File: src/rtl/alu_acc_sequencer.sv
// Command FIFO plus accumulator front-end for the 32-bit combinational ALU.
// Commands are popped one at a time, issued for one cycle, and their result returned on a valid/ready channel.
module alu_acc_sequencer #(
   parameter int DEPTH = 4
) (
   input  logic        clk,
   input  logic        reset,
   input  logic        cmd_valid,
   output logic        cmd_ready,
   input  logic [3:0]  cmd_opcode,
   input  logic [31:0] cmd_operand,
   input  logic        cmd_use_acc,
   output logic [31:0] alu_a,
   output logic [31:0] alu_b,
   output logic [3:0]  alu_opcode,
   input  logic [31:0] alu_result,
   input  logic        alu_error,
   output logic        rsp_valid,
   input  logic        rsp_ready,
   output logic [31:0] rsp_result,
   output logic        rsp_error,
   output logic [31:0] acc
);

   localparam int AW = (DEPTH > 1) ? $clog2(DEPTH) : 1;
   localparam logic [AW:0] FULL_CNT = (AW + 1)'(DEPTH);

   localparam logic [1:0] S_IDLE    = 2'd0;
   localparam logic [1:0] S_ISSUE   = 2'd1;
   localparam logic [1:0] S_RESPOND = 2'd2;

   localparam logic [3:0] OP_NOOP  = 4'd0;
   localparam logic [3:0] OP_RESET = 4'd1;
   localparam logic [3:0] OP_OR    = 4'd3;
   localparam logic [3:0] OP_AND   = 4'd5;
   localparam logic [3:0] OP_ADD   = 4'd6;
   localparam logic [3:0] OP_SUB   = 4'd8;
   localparam logic [3:0] OP_EQ    = 4'd12;
   localparam logic [3:0] OP_GT    = 4'd13;
   localparam logic [3:0] OP_LT    = 4'd14;

   logic [3:0]    r_mem_op [DEPTH];
   logic [31:0]   r_mem_b  [DEPTH];
   logic          r_mem_ua [DEPTH];
   logic [AW-1:0] r_wr_ptr, r_rd_ptr;
   logic [AW:0]   r_count;
   logic [1:0]    r_state;
   logic [3:0]    r_cur_op;
   logic [31:0]   r_alu_a, r_alu_b, r_acc, r_rsp_result;
   logic [3:0]    r_alu_op;
   logic          r_rsp_error;

   logic          w_full, w_empty, w_push, w_pop, w_head_legal;
   logic [3:0]    w_head_op;
   logic [31:0]   w_cap_result, w_cap_acc;
   logic          w_cap_error;

   assign w_full    = (r_count == FULL_CNT);
   assign w_empty   = (r_count == '0);
   assign w_push    = cmd_valid && !w_full;
   assign w_pop     = !w_empty && ((r_state == S_IDLE) || ((r_state == S_RESPOND) && rsp_ready));
   assign w_head_op = r_mem_op[r_rd_ptr];

   always_comb begin
      case (w_head_op)
         OP_NOOP, OP_RESET, OP_OR, OP_AND, OP_ADD, OP_SUB, OP_EQ, OP_GT, OP_LT: w_head_legal = 1'b1;
         default: w_head_legal = 1'b0;
      endcase
   end

   // Result/accumulator selection, evaluated while the issued command's ALU output settles.
   always_comb begin
      w_cap_result = r_acc;
      w_cap_acc    = r_acc;
      w_cap_error  = 1'b0;
      case (r_cur_op)
         OP_OR, OP_AND, OP_ADD, OP_SUB: begin
            w_cap_result = alu_result;
            w_cap_acc    = alu_result;
            w_cap_error  = alu_error;
         end
         OP_EQ, OP_GT, OP_LT: begin
            w_cap_result = {31'b0, alu_result[0]};
            w_cap_error  = alu_error;
         end
         OP_NOOP: ;
         OP_RESET: begin
            w_cap_result = '0;
            w_cap_acc    = '0;
         end
         default: w_cap_error = 1'b1;
      endcase
   end

   // Storage needs no reset: emptiness is tracked by the pointers and count.
   always_ff @(posedge clk) begin
      if (w_push) begin
         r_mem_op[r_wr_ptr] <= cmd_opcode;
         r_mem_b[r_wr_ptr]  <= cmd_operand;
         r_mem_ua[r_wr_ptr] <= cmd_use_acc;
      end
   end

   always_ff @(posedge clk or negedge reset) begin
      if (!reset) begin
         r_wr_ptr     <= '0;
         r_rd_ptr     <= '0;
         r_count      <= '0;
         r_state      <= S_IDLE;
         r_cur_op     <= OP_NOOP;
         r_alu_a      <= '0;
         r_alu_b      <= '0;
         r_alu_op     <= OP_NOOP;
         r_acc        <= '0;
         r_rsp_result <= '0;
         r_rsp_error  <= 1'b0;
      end else begin
         if (w_push) r_wr_ptr <= r_wr_ptr + 1'b1;
         if (w_pop)  r_rd_ptr <= r_rd_ptr + 1'b1;
         if (w_push && !w_pop)      r_count <= r_count + 1'b1;
         else if (!w_push && w_pop) r_count <= r_count - 1'b1;

         if (w_pop) begin
            r_alu_a  <= r_mem_ua[r_rd_ptr] ? r_acc : '0;
            r_alu_b  <= r_mem_b[r_rd_ptr];
            r_alu_op <= w_head_legal ? w_head_op : OP_NOOP;
            r_cur_op <= w_head_op;
         end

         case (r_state)
            S_IDLE: if (w_pop) r_state <= S_ISSUE;
            S_ISSUE: begin
               r_state      <= S_RESPOND;
               r_rsp_result <= w_cap_result;
               r_rsp_error  <= w_cap_error;
               r_acc        <= w_cap_acc;
            end
            S_RESPOND: if (rsp_ready) r_state <= w_pop ? S_ISSUE : S_IDLE;
            default: r_state <= S_IDLE;
         endcase
      end
   end

   assign cmd_ready  = !w_full;
   assign alu_a      = r_alu_a;
   assign alu_b      = r_alu_b;
   assign alu_opcode = r_alu_op;
   assign rsp_valid  = (r_state == S_RESPOND);
   assign rsp_result = r_rsp_result;
   assign rsp_error  = r_rsp_error;
   assign acc        = r_acc;

endmodule

File: config.mk
export PLATFORM = sky130hd
export DESIGN_NAME = alu_acc_sequencer
export DESIGN_NICKNAME = d
export VERILOG_FILES = /design/src/rtl/alu_acc_sequencer.sv
export SDC_FILE = /design/constraint.sdc
export NUM_CORES = 1
export LEC_CHECK = 0
export CAP_MARGIN = 20
export CORE_ASPECT_RATIO = 0.5
export CORE_UTILIZATION = 55
export DETAILED_ROUTE_END_ITERATION = 7
export PLACE_DENSITY = 0.83
export SYNTH_ARGS = -nofsm -noshare
export SYNTH_HDL_FRONTEND = slang
export SYNTH_SLANG_ARGS = --single-unit
File: constraint.sdc
create_clock -name clk -period 5.9 [get_ports clk]
set_clock_uncertainty 0.2 [all_clocks]
set_input_delay 0.59 -clock clk [delete_from_list [all_inputs] [get_ports clk]]
set_output_delay 0.59 -clock clk [all_outputs]
set_load 0.01 [all_outputs]
==> qor.log, run 1 <==
qor: drt.drt_first_pass_iters 5
qor: final_layout.syn_to_final_growth 28.20%
qor: final_layout.post_route_cells_drive_above_1_share 0.09885
qor: synthesis.synth-adder-area-share 0.01052
qor: timing.post-route-min-period 2.624 ns
qor: clock_tree.htreeDepth 1
qor: drt.post_detailed_routing_wire_length 26.03 mm
qor: clock_tree.post_cts_resize_count 0
qor: worst_setup_path.crit_fanout 38
qor: synthesis.synth_simple_gate_area_share 0.1069
qor: synthesis.synth_top_cell_area_share 0.3891
qor: timing.drv_slew 0
qor: clock_tree.ctsRootBufferMaster sky130_fd_sc_hd__clkbuf_16
qor: clock_tree.clock_insertion_delay_worst_skew 0.53 ns
qor: timing.rsz_0062_raised_after_global_routing false
qor: grt.maximum_number_of_pins_on_one_net_before_global_route_repair 87
qor: worst_setup_path.critical_path_data_required_time 6.10 ns
qor: min_path.hp_class flip-flop to flip-flop
qor: run.max-cap-violations 0
qor: clock_tree.tritoncts_num_sinks 294
qor: grt.grt_usage 0.2456
qor: power_and_ir_drop.ir_worst_vdd 309.6 uV
qor: drt.postRouteAntennaNets 0
qor: synthesis.ys_async_sr_fraction 0.4966
qor: synthesis.synth.avg_cell_area 13.78 um^2
qor: clock_tree.numCtsBuffers 25
qor: drt.vias 7484
qor: final_layout.finish.net_count 1107
qor: synthesis.synth-seq-cells 294
qor: worst_setup_path.worst-endpoint-arrival 2.83 ns
qor: die.start_util 0.5737
qor: final_layout.diodes 0
qor: drt.route.detailed.wl_per_inst 19.90 um
qor: worst_setup_path.worstSetupEndpointType flip-flop
qor: timing.max_slew.worst_pin.slew 1.014 ns
qor: die.fp.coreArea 19910 um^2
qor: timing.post_route_fraction_of_the_period_consumed_by_the_critical_path 0.4448
qor: synthesis.yosysUniqueCellTypes 41
qor: grt.globalRoute.totalOverflow 0
qor: placement.placedInstanceArea 13710 um^2
qor: timing.fin_setup_tns 0 ns
qor: final_layout.layout.core_utilization 0.7354
qor: timing.max_freq 0.3811 GHz
qor: grt.grt_pass1_vias 7486
qor: synthesis.synthesis.area 11420 um^2
qor: die.io_pins 209
qor: worst_setup_path.timing.setup.critical_path_class flip-flop to flip-flop
qor: synthesis.dominant_combinational_cell_family_by_area_after_synthesis simple AND/OR/NAND/NOR gates
qor: power_and_ir_drop.reported_leakage_power 5.822 nW
qor: synthesis.ys_top_cells_by_area sky130_fd_sc_hd__edfxtp_1 39%, sky130_fd_sc_hd__dfrtp_1 32%, sky130_fd_sc_hd__mux4_2 7.3%, sky130_fd_sc_hd__nand2_1 6.9%, sky130_fd_sc_hd__a22o_1 2.5%
qor: drt.post_drt_via_cell_ratio 5.722
qor: timing.setup_ws 3.276 ns
qor: placement.hpwlAfterDp 15.48 mm
qor: clock_tree.cts_tree done
qor: grt.antenna_found_initial 0
qor: placement.count_of_buffers_from_port_buffering 208
qor: clock_tree.postCtsSetupBuffers 0
qor: synthesis.ys_dominant_reg_cell sky130_fd_sc_hd__edfxtp_1
qor: timing.hold_ws 0.2649 ns
qor: worst_setup_path.setup.worst_path.start_class flip-flop
qor: synthesis.synth.area.mux_share 0.07767
qor: power_and_ir_drop.totalPowerFinal 8.565 mW
qor: final_layout.final_cell_area 14640 um^2
qor: timing.hold_violations 0
qor: synthesis.synth-edff-count 148
qor: run_status.outcome complete, no violations
qor: synthesis.syn-instance-count 829
qor: synthesis.yosys.area_share.xor_xnor 0.005368
qor: placement.placement.setup.worst_slack 2.534 ns
qor: clock_tree.clk_path_buf_depth 3
qor: synthesis.synthDominantAreaCellType sky130_fd_sc_hd__edfxtp_1
qor: placement.dpl.cell_count 1259
qor: clock_tree.ctsHoldBuffers 1
qor: grt.first_pass_grt_wire_length 40.70 mm
qor: die.fp.dieW 205.8 um
qor: synthesis.syn_nets 912
qor: die.die-area 21380 um^2
qor: timing.finalSetupViolCount 0
qor: die.die_h 103.9 um
qor: timing.relSlewSlack 0.3242
qor: synthesis.synth_warnings 0
qor: placement.gp_congestion 0.8052
qor: drt.drt_iter0_markers 585
qor: clock_tree.clk_pin_slew 0.07 ns
qor: drt.route.detailed.drc 0
qor: final_layout.layout.cells.non_filler 1308
qor: power_and_ir_drop.p_per_area 585.0 nW/um^2
qor: die.std_cell_rows 36
qor: synthesis.yosysSeqAreaShare 0.7090
qor: synthesis.synth-compound-area-share 0.06792
==> worst max-delay path, stage by stage, from the launching register on <==
cell	delay (ns)
sky130_fd_sc_hd__dfrtp_2	1.02
sky130_fd_sc_hd__mux4_2	0.41
sky130_fd_sc_hd__inv_1	0.07
sky130_fd_sc_hd__ha_1	0.20
sky130_fd_sc_hd__mux2_2	0.28
sky130_fd_sc_hd__mux2i_1	0.18
sky130_fd_sc_hd__o21ai_0	0.13
==> metal layers <==
layer  part of all wire  track usage  vias to the layer above  routed length (um)
met1               0.42       0.3367                     3805               10940
met5                  0            0                        -                   0
met4              0.015      0.05515                        0                 385
met2               0.51       0.4137                      273               13190
li1                   -            -                     3370                   -
met3              0.058      0.04449                       36                1507
==> power breakdown <==
part | internal, mW | switching [mW]
Combinational | 1.65 | 1.78
Clock | 0.992 | 0.723
Sequential | 2.89 | 0.525
==> final cells by class <==
cell class,count,area (um^2)
inverters,11,41.29
clock inverters,10,138.9
multi-input cells,473,3102
repair buffers,219,2203
well taps,266,332.8
flip-flops and latches,294,8100
clock buffers,35,723.2
fillers,1245,5268
==> placed cells by master, fill, tap and decap left out, types with 5 or more instances in the layout <==
cell type                         synthesis  routed
sky130_fd_sc_hd__clkdlybuf4s50_1          0     207
sky130_fd_sc_hd__buf_4                    2       7
sky130_fd_sc_hd__dfrtp_1                146     144
sky130_fd_sc_hd__inv_1                   10      10
sky130_fd_sc_hd__clkinv_2                 0       5
sky130_fd_sc_hd__xnor2_1                  5       5
sky130_fd_sc_hd__nand3_1                 33      33
sky130_fd_sc_hd__a22o_1                  32      32
sky130_fd_sc_hd__nor2_1                  36      36
sky130_fd_sc_hd__edfxtp_1               148     148
sky130_fd_sc_hd__ha_1                     8       8
sky130_fd_sc_hd__nand2_1                211     211
sky130_fd_sc_hd__clkbuf_8                 0       6
sky130_fd_sc_hd__a31oi_1                 32      32
sky130_fd_sc_hd__clkbuf_16                0      25
sky130_fd_sc_hd__o21ai_0                 37      37
sky130_fd_sc_hd__mux4_2                  37      37
==> Yosys cell counts (3+ instances only) <==
cell	number
sky130_fd_sc_hd__a21oi_1	4
sky130_fd_sc_hd__a22o_1	32
sky130_fd_sc_hd__a31oi_1	32
sky130_fd_sc_hd__and3_1	4
sky130_fd_sc_hd__buf_2	14
sky130_fd_sc_hd__clkbuf_1	33
sky130_fd_sc_hd__dfrtp_1	146
sky130_fd_sc_hd__edfxtp_1	148
sky130_fd_sc_hd__ha_1	8
sky130_fd_sc_hd__inv_1	10
sky130_fd_sc_hd__mux2_2	3
sky130_fd_sc_hd__mux4_2	37
sky130_fd_sc_hd__nand2_1	211
sky130_fd_sc_hd__nand2b_1	4
sky130_fd_sc_hd__nand3_1	33
sky130_fd_sc_hd__nor2_1	36
sky130_fd_sc_hd__nor2b_1	3
sky130_fd_sc_hd__o21ai_0	37
sky130_fd_sc_hd__xnor2_1	5
==> logic make-up (layout without fill, tap and decap cells) <==
logic type	after synthesis	in the layout
AO/OA/AOI/OAI	116	116
multiplexers	42	42
flip-flops	294	294
buffers and inverters	62	275
AND/OR/NAND/NOR	299	299
adder cells (fa/ha/maj)	9	9
XOR/XNOR	7	7
==> sequential cells by signal, summed over array words and instances (netlist names) <==
register and cells:
acc 32, alu_a 32, alu_b 32, alu_opcode 4
r_count 3, r_cur_op 4, r_mem_b 128, r_mem_op 16
r_mem_ua 4, r_rd_ptr 2, r_state 2, r_wr_ptr 2
rsp_error 1, rsp_result 32
==> path summary, 6_finish.rpt <==
check,start,end,cells after the start,slack [ns]
worst max-delay path,r_rd_ptr[1],alu_opcode[1],6,3.28
worst min-delay path,alu_a[17],alu_a[17],2,0.26
worst max register to register,r_rd_ptr[1],alu_opcode[1],6,3.28
worst min register to register,alu_a[17],alu_a[17],2,0.26
max in group asynchronous,reset,r_rd_ptr[0],3,3.69
min in group asynchronous,reset,alu_b[16],2,0.47
No activity file was read; power rests on OpenSTA's default activity.
==> inputs of run 2 (changes only) <==
CORE_UTILIZATION = 52   (was 55)
PLACE_DENSITY = 0.79   (was 0.83)
clock period = 2.5 ns   (was 5.9 ns; I/O delays follow)
==> run 2 against run 1 <==
  * Clock power grew 120%
  * Non-clock buffer count grew 10
  * Flip-flop and latch count is the same
  * Final cell count grew 2.7%
  * Die area grew 5.7%
  * Fmax grew 15%
  * Sequential share of layout area shrank 0.36 points
==> qor.log, run 2 (synthesis results as in run 1) <==
qor: timing.post_route_fraction_of_the_period_consumed_by_the_critical_path 0.9107 [was 0.4448]
qor: worst_setup_path.slowest_stage_cell_crit_path sky130_fd_sc_hd__dfrtp_1 [was sky130_fd_sc_hd__dfrtp_2]
qor: clock_tree.ctsRootBufferMaster sky130_fd_sc_hd__clkbuf_16 [unchanged]
qor: placement.hpwlAfterDp 16.20 mm [was 15.48 mm]
qor: final_layout.finish.net_count 1117 [was 1107]
qor: placement.gp_congestion 0.7965 [was 0.8052]
qor: drt.post_detailed_routing_wire_length 26.08 mm [was 26.03 mm]
qor: drt.drt_iter0_markers 602 [was 585]
qor: drt.route.detailed.wl_per_inst 19.42 um [was 19.90 um]
qor: timing.finalSetupViolCount 0 [unchanged]
qor: clock_tree.clk_path_buf_depth 3 [unchanged]
qor: grt.grt_usage 0.2341 [was 0.2456]
qor: grt.globalRoute.totalOverflow 0 [unchanged]
qor: worst_setup_path.timing.setup.critical_path_class flip-flop to flip-flop [unchanged]
qor: clock_tree.postCtsSetupBuffers 0 [unchanged]
qor: worst_setup_path.rrSetupSlack 0.22 ns [was 3.28 ns]
qor: drt.route.detailed.drc 0 [unchanged]
qor: die.die-area 22600 um^2 [was 21380 um^2]
qor: final_layout.post_route_cells_drive_above_1_share 0.1028 [was 0.09885]
qor: worst_setup_path.critical_path_data_required_time 2.70 ns [was 6.10 ns]
qor: grt.grt_pass1_vias 7527 [was 7486]
qor: worst_setup_path.crit_fanout 6 [was 38]
qor: clock_tree.htreeDepth 1 [unchanged]
qor: die.std_cell_rows 37 [was 36]
qor: clock_tree.cts_tree done [unchanged]
qor: worst_setup_path.critical-path-max-stage-delay 0.43 ns [was 1.02 ns]
qor: final_layout.layout_common_cells 211 x sky130_fd_sc_hd__nand2_1, 207 x sky130_fd_sc_hd__clkdlybuf4s50_1, 148 x sky130_fd_sc_hd__edfxtp_1 [unchanged]
qor: worst_setup_path.worst-endpoint-arrival 2.48 ns [was 2.83 ns]
qor: run_status.outcome complete, no violations [unchanged]
qor: timing.relSlewSlack 0.4148 [was 0.3242]
qor: timing.hold_ws 0.04227 ns [was 0.2649 ns]
qor: final_layout.mostFrequentLayoutCell sky130_fd_sc_hd__nand2_1 [unchanged]
qor: drt.postRouteAntennaNets 0 [unchanged]
qor: clock_tree.numCtsBuffers 25 [unchanged]
qor: die.io_pins 209 [unchanged]
qor: final_layout.final.fill_count 1483 [was 1245]
qor: worst_setup_path.setup.worst_path.start_class flip-flop [unchanged]
qor: drt.vias 7459 [was 7484]
qor: timing.max_freq 0.4392 GHz [was 0.3811 GHz]
qor: drt.drt_first_pass_iters 8 [was 5]
qor: power_and_ir_drop.ir_worst_vdd 941.6 uV [was 309.6 uV]
qor: die.fp.coreArea 21020 um^2 [was 19910 um^2]
qor: final_layout.largest_register_ffs 128 [unchanged]
qor: timing.drv_slew 0 [unchanged]
qor: die.fp.dieW 211.6 um [was 205.8 um]
qor: power_and_ir_drop.reported_leakage_power 5.851 nW [was 5.822 nW]
qor: clock_tree.tritoncts_num_sinks 294 [unchanged]
qor: clock_tree.clk_pin_slew 0.07 ns [about the same]
qor: drt.post_drt_via_cell_ratio 5.554 [was 5.722]
qor: final_layout.regMostFlops r_mem_b [unchanged]
qor: grt.antenna_found_initial 0 [unchanged]
qor: timing.post-route-min-period 2.277 ns [was 2.624 ns]
qor: final_layout.syn_to_final_growth 29.03% [was 28.20%]
qor: final_layout.layout.core_utilization 0.7012 [was 0.7354]
qor: timing.rsz_0062_raised_after_global_routing false [unchanged]
qor: power_and_ir_drop.totalPowerFinal 20.08 mW [was 8.565 mW]
qor: min_path.hp_class input pin to async pin [was flip-flop to flip-flop]
qor: clock_tree.clock_insertion_delay_worst_skew 0.53 ns [about the same]
qor: grt.maximum_number_of_pins_on_one_net_before_global_route_repair 73 [was 87]
qor: worst_setup_path.series_of_cell_instances_along_the_critical_path nor2_1, nand2_1, and2_0, ha_1, inv_1, fa_1, mux2_2 [was mux4_2, inv_1, ha_1, mux2_2, mux2i_1, o21ai_0]
qor: timing.fin_setup_tns 0 ns [unchanged]
qor: die.die_h 106.8 um [was 103.9 um]
qor: run.max-cap-violations 0 [unchanged]
qor: die.start_util 0.5434 [was 0.5737]
qor: power_and_ir_drop.p_per_area 1362 nW/um^2 [was 585.0 nW/um^2]
qor: placement.count_of_buffers_from_port_buffering 208 [unchanged]
qor: timing.hold_violations 0 [unchanged]
qor: grt.first_pass_grt_wire_length 41.17 mm [was 40.70 mm]
qor: worst_setup_path.worstSetupEndpointType flip-flop [unchanged]
qor: final_layout.diodes 0 [unchanged]
qor: timing.max_slew.worst_pin.slew 0.8778 ns [was 1.014 ns]
[run 2: critical path, delay by kind of cell (launching register included)]
kind / cells / cell delay [ns]
flip-flops: 1 / 0.43
multiplexers: 1 / 0.28
buffers and inverters: 1 / 0.07
AND/OR/NAND/NOR: 3 / 0.51
adder cells (fa/ha/maj): 2 / 0.66
[run 2: where the power goes]
group | internal (mW) | total (mW) | switching (mW)
combinational | 4.01 | 8.40 | 4.38
sequential | 6.82 | 7.90 | 1.08
clock | 2.09 | 3.78 | 1.69
[run 2: metal layers]
metal	routed length (um)	track usage	share of wire	up-vias
li1	-	-	-	3393
met1	11040	0.3202	0.42	3809
met2	13340	0.4037	0.51	230
met3	1369	0.03310	0.052	27
met4	335	0.05072	0.013	0
met5	0	0	0	-
[run 2: cell type report]
type	instances	area [um^2]	area share
Timing Repair Buffer	229	2344	0.1590
Multi-Input combinational cell	473	3102	0.2105
Inverter	11	41.29	0.002802
Sequential cell	294	8100	0.5497
Clock buffer	35	713.2	0.04840
Clock inverter	9	71.32	0.004840
Tap cell	292	365.4	0.02479
[run 2: repair_timing]
action | CTS | global route
hold buffers | 1 | 0
gates resized for setup | 0 | 0
endpoints found under the hold margin | 146 | 0
[run 2: path summary, 6_finish.rpt]
kind / from / to / depth (start not counted)
max in group asynchronous: reset / alu_a[12] / 3
setup reg to reg: r_count[0] / r_count[1] / 7
hold / removal: reset / alu_b[18] / 2
min in group clk: alu_result[26] / rsp_result[26] / 3
setup / recovery: r_count[0] / r_count[1] / 7
hold reg to reg: alu_a[22] / alu_a[22] / 2
[run 2: per-stage QoR]
step	setup slack, ns	std cells	instance area [um^2]
after floorplan	0.009797	829	11420
after global placement	0.1738	1298	13940
after detailed placement	0.09687	1298	13940
after CTS	0.1927	1343	14740
after global routing	0.05367	1343	14740
final	0.2231	1343	14740
==> RTL change (settings of run 2) <==
Reset style: synchronous (`reset`), changed in one clocked block.
--- a/src/rtl/alu_acc_sequencer.sv
+++ b/src/rtl/alu_acc_sequencer.sv
@@ -101,7 +101,7 @@
       end
    end
 
-   always_ff @(posedge clk or negedge reset) begin
+   always_ff @(posedge clk) begin
       if (!reset) begin
          r_wr_ptr     <= '0;
          r_rd_ptr     <= '0;
Behaviour: differs if reset is asserted again (counterexample within 4 cycles, from zero or initial values and one cycle with reset low); with reset held inactive, the same outputs for 4 cycles.
==> RTL change against run 2 <==
Via count rose by 0.71%. Power is 25% lower. Maximum frequency shrank 3.4%. Count of clock-buffer cells in the layout is 2 lower. Sequential power decreased by 19%. Largest power group is now sequential cells. Synthesized area is 1.8% lower. Synthesized cell count up 1.4%. Routed wire length shrank 1.8%. Setup slack got worse by 0.080 ns. Cell count fell by 1.6%. Sequential cell count increased by 2. Design area decreased by 2.5%.
==> RTL change: results <==
[logic_synthesis]
synth_compound_area_frac = 0.1220
synth-main-ff-cell = "edfxtp_1"
synth-xor-area-share = 0.003905
synthArstFlopShare = 0
synth_commonest_cells = "148 x dfxtp_1, 148 x edfxtp_1, 109 x nand2_1, 63 x a21boi_0"
yosysUniqueCellTypes = 42
synthTopCellsByArea = "edfxtp_1 40%, dfxtp_1 26%, mux4_2 7.2%"
yosysSeqAreaShare = 0.6606
synthAdderAreaFrac = 0.01071
synthMuxAreaShare = 0.08235
syn-num-nets = 924
syn_inst = 841

[placed_design]
gp_congestion = 0.8027
placed_area_um2 = 13550
numPortBuffers = 208
post-place-ws_ns = -0.04970
dp_hpwl_mm = 15.92

[cells_and_area]
drive_gt1_frac = 0.1126
register_area_um2 = 7412
nFillCells = 1463
fin_cells = 1321
final_nets = 1113

[detailed_routing]
wl_met2_mm = 12.61
wl_mm = 25.61
vias = 7512
drt_iter0_markers = 653
firstDrtPassIters = 5
met1Wirelength_mm = 11.12
wl_met3_mm = 1.333

[critical_path]
cp.arrival_ns = 2.63
r2r_cells = 9
crit_path_end = "r_count[2]"
cp-startpoint = "r_count[0]"
worst-path-max-fanout = 4

[global_route]
grt_pass1_wl_mm = 40.46
grt_usage = 0.2328
grt_max_degree = 75
antenna_found_initial = 0
grt_pass1_vias = 7495

[min_path]
hold_path_class = "input port to flop"

[clock_network]
post_cts_buffers = 0
clk_latency_ns = 0.55
cts_hold_buf = 1
clockBufferDepth = 3

[sta]
finalWorstSetupSlack_ns = 0.1432
whs_ns = 0.1364
relSlewSlack = 0.4173

[outcome]
outcome = "finished clean"

[power_and_ir_drop]
switchingPower_mw = 4.900
leakage_nw = 4.903
RTL change: cell types whose count changed in the layout (fill, tap and decap cells not counted), sizes merged, moves of 7 or more:
cell / change
a22o: -11
a31oi: -31
dfrtp: -146
and2: +8
dfxtp: +148
mux2i: +7
nand2: -102
a32oi: +10
a221oi: +31
a21boi: +70
nor2b: +14
RTL change: power by group through the flow:
stage	Sequential, mW	Combinational (mW)	Clock, mW
CTS	6.43	4.86	3.90
global route	6.52	5.22	4.09
floorplan	6.54	2.81	0
detailed placement	6.52	4.84	0
global placement	6.48	4.73	0
finish	6.42	4.82	3.85
RTL change: layout make-up:
type,count,area share
Tap cell,273,0.02376
Timing Repair Buffer,231,0.1612
Clock buffer,33,0.04909
Multi-Input combinational cell,467,0.2409
Clock inverter,12,0.006964
Sequential cell,296,0.5157
Inverter,9,0.002350
RTL change: routing by layer:
| layer | track usage | vias to the layer above |
|---|---|---|
| met2 | 0.3911 | 258 |
| met4 | 0.06152 | 0 |
| met5 | 0 | - |
| met3 | 0.04231 | 42 |
| li1 | - | 3477 |
| met1 | 0.3136 | 3735 |
RTL change: critical path, stage by stage, from the launching register on:
cell	delay (ns)
dfxtp_2	0.35
nor3_2	0.27
a211oi_4	0.08
inv_2	0.10
ha_1	0.19
inv_1	0.06
fa_1	0.37
xor2_1	0.18
or3_1	0.30
a21boi_0	0.19
RTL change: worst min-delay path by stage:
| stage | to | start |
|---|---|---|
| 2_1_floorplan | r_mem_b[0][0] | cmd_operand[0] |
| 3_3_place_gp | rsp_error | rsp_error |
| 3_5_place_dp | alu_b[15] | alu_b[15] |
| 4_1_cts | r_mem_b[2][18] | cmd_operand[18] |
| 5_1_grt | r_mem_ua[2] | cmd_use_acc |
| 6_report | acc[28] | alu_result[28] |
